File: config.mk
export PLATFORM = sky130hd
export DESIGN_NAME = dbg_sba_master
export DESIGN_NICKNAME = d
export VERILOG_FILES = /design/src/rtl/dbg_sba_master.sv
export SDC_FILE = /design/constraint.sdc
export NUM_CORES = 1
export LEC_CHECK = 0
export ABC_CLOCK_PERIOD_IN_PS = 3600
export CELL_PAD_IN_SITES_DETAIL_PLACEMENT = 1
export CELL_PAD_IN_SITES_GLOBAL_PLACEMENT = 2
export CORE_ASPECT_RATIO = 0.9
export CORE_UTILIZATION = 38
export CTS_CLUSTER_DIAMETER = 80
export DETAILED_ROUTE_END_ITERATION = 8
export DONT_BUFFER_PORTS = 1
export PLACE_DENSITY = 0.92
export SYNTH_ARGS = -nofsm -noshare
export SYNTH_HDL_FRONTEND = slang
export SYNTH_SLANG_ARGS = --single-unit
File: constraint.sdc
create_clock -name clk -period 3.6 [get_ports clk]
set_input_delay 0.72 -clock clk [delete_from_list [all_inputs] [get_ports clk]]
set_output_delay 0.72 -clock clk [all_outputs]
set_load 0.01 [all_outputs]
File: src/rtl/dbg_sba_master.sv
// Debug system-bus access engine.
// Turns debug-module read/write commands into DEBUG_BUS master transactions.
// A command may cover several word beats; the address auto-increments by 4
// per beat and wraps at the top of the address space. Only one bus
// transaction is in flight at a time. Each beat produces one response that
// must be handshaked before the next beat is issued. A gnt/r_valid timeout
// ends the command with an error response.
module dbg_sba_master #(
  parameter int ADDR_WIDTH = 32,
  parameter int LEN_WIDTH  = 8,
  parameter int TIMEOUT    = 255
) (
  input  logic                  clk,
  input  logic                  rst,
  input  logic                  cmd_valid,
  output logic                  cmd_ready,
  input  logic [ADDR_WIDTH-1:0] cmd_addr,
  input  logic                  cmd_we,
  input  logic [3:0]            cmd_be,
  input  logic [31:0]           cmd_wdata,
  input  logic [LEN_WIDTH-1:0]  cmd_len,
  output logic                  rsp_valid,
  input  logic                  rsp_ready,
  output logic [31:0]           rsp_rdata,
  output logic                  rsp_err,
  output logic                  rsp_timeout,
  output logic                  rsp_last,
  output logic                  dbg_req,
  output logic [ADDR_WIDTH-1:0] dbg_add,
  output logic                  dbg_wen,
  output logic [31:0]           dbg_wdata,
  output logic [3:0]            dbg_be,
  input  logic                  dbg_gnt,
  input  logic                  dbg_r_valid,
  input  logic [31:0]           dbg_r_rdata,
  input  logic                  dbg_r_opc,
  output logic                  busy
);

  // Timeout counter is wide enough to hold TIMEOUT-1; TIMEOUT=0 disables it.
  localparam int              TW         = (TIMEOUT > 1) ? $clog2(TIMEOUT + 1) : 1;
  localparam int              TMO_LAST_I = (TIMEOUT > 0) ? (TIMEOUT - 1) : 0;
  localparam logic [TW-1:0]   TMO_LAST   = TW'(TMO_LAST_I);
  localparam bit              TMO_EN     = (TIMEOUT > 0);

  typedef enum logic [1:0] {S_IDLE, S_REQ, S_WAIT, S_RSP} state_e;

  state_e                 state_q;
  logic                   cmd_ready_q;
  logic                   req_q;
  logic [ADDR_WIDTH-1:0]  addr_q;
  logic                   we_q;
  logic [3:0]             be_q;
  logic [31:0]            wdata_q;
  logic [LEN_WIDTH-1:0]   len_q;
  logic [LEN_WIDTH-1:0]   beat_q;
  logic [TW-1:0]          tmo_q;
  logic                   rsp_valid_q;
  logic [31:0]            rsp_rdata_q;
  logic                   rsp_err_q;
  logic                   rsp_timeout_q;
  logic                   rsp_last_q;

  logic [ADDR_WIDTH-1:0]  addr_d;
  logic                   tmo_hit_d;
  logic                   last_beat_d;

  // Next beat address, timeout expiry and last-beat detection.
  always_comb begin
    addr_d      = addr_q + ADDR_WIDTH'(4);
    tmo_hit_d   = TMO_EN && (tmo_q == TMO_LAST);
    last_beat_d = (beat_q == len_q);
  end

  // Command/bus/response sequencer with registered outputs.
  always_ff @(posedge clk) begin
    if (rst) begin
      state_q       <= S_IDLE;
      cmd_ready_q   <= 1'b1;
      req_q         <= 1'b0;
      addr_q        <= '0;
      we_q          <= 1'b0;
      be_q          <= '0;
      wdata_q       <= '0;
      len_q         <= '0;
      beat_q        <= '0;
      tmo_q         <= '0;
      rsp_valid_q   <= 1'b0;
      rsp_rdata_q   <= '0;
      rsp_err_q     <= 1'b0;
      rsp_timeout_q <= 1'b0;
      rsp_last_q    <= 1'b0;
    end else begin
      case (state_q)
        S_IDLE: begin
          if (cmd_valid) begin
            addr_q      <= cmd_addr & ~ADDR_WIDTH'(3);
            we_q        <= cmd_we;
            be_q        <= cmd_be;
            wdata_q     <= cmd_wdata;
            len_q       <= cmd_len;
            beat_q      <= '0;
            tmo_q       <= '0;
            req_q       <= 1'b1;
            cmd_ready_q <= 1'b0;
            state_q     <= S_REQ;
          end
        end
        S_REQ: begin
          // A grant in the expiry cycle still wins over the timeout.
          if (dbg_gnt) begin
            req_q   <= 1'b0;
            tmo_q   <= '0;
            state_q <= S_WAIT;
          end else if (tmo_hit_d) begin
            req_q         <= 1'b0;
            rsp_valid_q   <= 1'b1;
            rsp_rdata_q   <= '0;
            rsp_err_q     <= 1'b1;
            rsp_timeout_q <= 1'b1;
            rsp_last_q    <= 1'b1;
            state_q       <= S_RSP;
          end else begin
            tmo_q <= tmo_q + TW'(1);
          end
        end
        S_WAIT: begin
          // Only reached after the grant edge, so r_valid coincident with
          // gnt was never looked at.
          if (dbg_r_valid) begin
            rsp_valid_q   <= 1'b1;
            rsp_rdata_q   <= we_q ? 32'h0 : dbg_r_rdata;
            rsp_err_q     <= dbg_r_opc;
            rsp_timeout_q <= 1'b0;
            rsp_last_q    <= dbg_r_opc | last_beat_d;
            state_q       <= S_RSP;
          end else if (tmo_hit_d) begin
            rsp_valid_q   <= 1'b1;
            rsp_rdata_q   <= '0;
            rsp_err_q     <= 1'b1;
            rsp_timeout_q <= 1'b1;
            rsp_last_q    <= 1'b1;
            state_q       <= S_RSP;
          end else begin
            tmo_q <= tmo_q + TW'(1);
          end
        end
        S_RSP: begin
          // Bus stays idle until the response is consumed.
          if (rsp_ready) begin
            rsp_valid_q   <= 1'b0;
            rsp_rdata_q   <= '0;
            rsp_err_q     <= 1'b0;
            rsp_timeout_q <= 1'b0;
            rsp_last_q    <= 1'b0;
            if (rsp_last_q) begin
              cmd_ready_q <= 1'b1;
              state_q     <= S_IDLE;
            end else begin
              addr_q  <= addr_d;
              beat_q  <= beat_q + LEN_WIDTH'(1);
              tmo_q   <= '0;
              req_q   <= 1'b1;
              state_q <= S_REQ;
            end
          end
        end
        default: begin
          state_q <= S_IDLE;
        end
      endcase
    end
  end

  assign cmd_ready   = cmd_ready_q;
  assign dbg_req     = req_q;
  assign dbg_add     = addr_q;
  assign dbg_wen     = ~we_q;
  assign dbg_wdata   = wdata_q;
  assign dbg_be      = be_q;
  assign rsp_valid   = rsp_valid_q;
  assign rsp_rdata   = rsp_rdata_q;
  assign rsp_err     = rsp_err_q;
  assign rsp_timeout = rsp_timeout_q;
  assign rsp_last    = rsp_last_q;
  assign busy        = (state_q != S_IDLE);

endmodule

==> metrics.cfg <==
[synthesis]
synth_edf_count=0
synth_cells=711
ys_top_cells_by_area=dfxtp_1 45%, nand2_1 8.0%, a21oi_1 6.0%
yosys_register_bits=131
yosys.area_share.xor_xnor_pct=2.39
yosysTopAreaCell=dfxtp_1
synthMuxAreaShare_pct=3.09
synth_top_flop_cell=dfxtp_1
synth_cell_types=57
synth_top_family_by_area=simple AND/OR/NAND/NOR gates
syn_area_per_cell_um2=8.26
ys_async_sr_fraction_pct=0
synth_fa_ha_area_share_pct=2.13
yosys_warnings=0
synth_compound_area_share_pct=21.1
post_synth_instance_area_mm2=0.00588
seq_area_frac_synth_pct=44.6
yosys.area_share.simple_pct=22.9
synth_top_area_share_pct=44.6
ys_top_cells_by_count=131 x dfxtp_1, 125 x nand2_1, 71 x a21oi_1
synth.most_common_cell=dfxtp_1

[clock_tree]
clockBufferDepth=2
cts_max_level=4
cts_hold_buf=0
cts_root_buf=clkbuf_16
cts_setup_buffers=0
clkTransAtPathRegs_ns=0.06
cts_made_buffers=17
post_cts_resized=0
tritoncts=yes
clock_sinks=131
clock_latency_ns=0.41

[critical_path]
startpoint=dbg_add[3]
endpoint_kind=flip-flop
critPathTopFamily=simple AND/OR/NAND/NOR gates
required_ns=3.93
crit_top_cell=or4_1
r2r_start=dbg_add[3]
crit_slowest_cell=or4_1
crit_buf_inv=0
cp_cell_sequence=ha_1 -> nand3_1 -> or4_1 -> or3_1 -> or4_1 -> o211ai_1
r2r_slack_ns=0.97
crit_fanout=9
path_class=flip-flop to flip-flop
start_kind=flip-flop
critPathArrivalTime_ns=2.96
max_stage_delay_ns=0.75

[timing]
relSlewSlack_pct=40.2
hold_viol=0
period_share_pct=72.9
rsz0062_at_grt=false
setup_tns_ns=0
final.min_clock_period_ns=2.63
whs_ns=0.387
max_freq_mhz=381
worstMarginPinSlew_ns=0.891
slew_violations=0
setup_viol=0
fin_skew_ns=0.0104

[global_route]
grt_antenna_before_repair=0
grt_use_total_pct=23.2
grt_overflow_total=0
grt_pass1_wl_um=29200
grt_max_degree=113
grt_pass1_vias=5597

[routing]
avgRoutedWirePerCell_um=20.3
wl_met3_um=1400
vias=5395
first_iter_violations=309
met1_length_um=7630
drc_errors=0
wl_met2_um=8930
routed_wl_um=18500
ant_nets=0
top_layer_used=met4
drt_pre_antenna_iters=5
vias_per_cell=5.94

[floorplanning]
die_height_um=120
rows=42
core_mm2=0.0149
design.die.area_mm2=0.0160
initial_core_util_pct=39.4
die_x_um=133
pin_count=224

[placed_design]
dp.final_hpwl_um=13200
port_buffers=0
place_congestion=0.816

[worst_hold_path]
min-delay-start=rst
worstHoldPathType=input pin to flip-flop

[power]
peakVddDrop_uv=366
p_leak_nw=2.34
p_per_area_mw_per_mm2=689

[final_layout]
syn_to_final_growth_pct=13.0
drive_gt1_share_pct=7.74
num_antenna_cells=0
fin_nets=825

[flow_run]
drv_cap=0

[run_status]
outcome=completed

[final timing paths]
| kind | to | cells past startpoint |
|---|---|---|
| min reg2reg | len_q[6] | 2 |
| max reg2reg | dbg_add[22] | 6 |
| max | dbg_add[22] | 6 |
| min | rsp_rdata[1] | 1 |
[final cells by class]
type                       instances  area [µm²]
tap                              198         248
clock buffer                      19         453
timing repair buffer              12        90.1
clock inverter                    12         133
fill                            1782        8280
inverter                          11        41.3
sequential                       131        2620
multi-input combinational        526        3050
[state kept, by name (all words and copies together) (netlist names)]
| register | flops |
|---|---|
| rsp_timeout | 1 |
| rsp_rdata | 32 |
| dbg_add | 30 |
| rsp_last | 1 |
| rsp_valid | 1 |
| dbg_wdata | 32 |
| cmd_ready | 1 |
| len_q | 8 |
| rsp_err | 1 |
| state_q | 2 |
| dbg_req | 1 |
| dbg_be | 4 |
| tmo_q | 8 |
| beat_q | 8 |
| we_q | 1 |
[stage by stage]
stage	util, %	power [mW]	area, µm²	setup slack (ns)	std cells
floorplan	-	2.59	5880	1.28	712
global placement	40.5	2.82	6050	1.00	877
detailed placement	40.5	2.90	6050	0.791	877
CTS	44.4	4.62	6630	0.772	908
global route	44.5	4.82	6640	0.791	909
finish	44.5	4.57	6640	0.974	909
[logic make-up (layout without fill, tap and decap cells)]
logic type	Yosys count	after routing
compound gates	189	189
xor+xnor	16	16
fa+ha+maj	10	10
buf+inv	55	54
flops	131	131
mux	18	18
other cells	1	2
simple gates	291	291
[per-layer routing]
metal | vias up | GRT usage (%)
met5 | - | 0
met4 | 0 | 10.2
met3 | 35 | 7.39
met2 | 176 | 38.8
met1 | 2647 | 27.1
li1 | 2537 | -
[layout by cell type, fill, tap and decap left out, drive strengths merged, types with 5 or more instances in the layout]
cell type  count
nor3          26
nand2        125
clkinv         6
a31oi         10
inv           12
nor2          53
a41oi          5
clkbuf        19
dfxtp        131
a22oi         29
a221oi        12
or3            6
o211ai         5
a22o          15
xnor2         12
nor4           9
and2           7
buf           12
ha            10
nand4         13
o21ai         18
mux2i         17
a21oi         71
and3          13
nor2b          5
nand3         21
[power by group]
part           switching [mW]  internal, mW  total [mW]
Clock                   0.651          1.05        1.70
Sequential              0.283          1.63        1.91
Combinational           0.622         0.340       0.962
Total                    1.55          3.02        4.57
(Power assumes the default switching activity.)
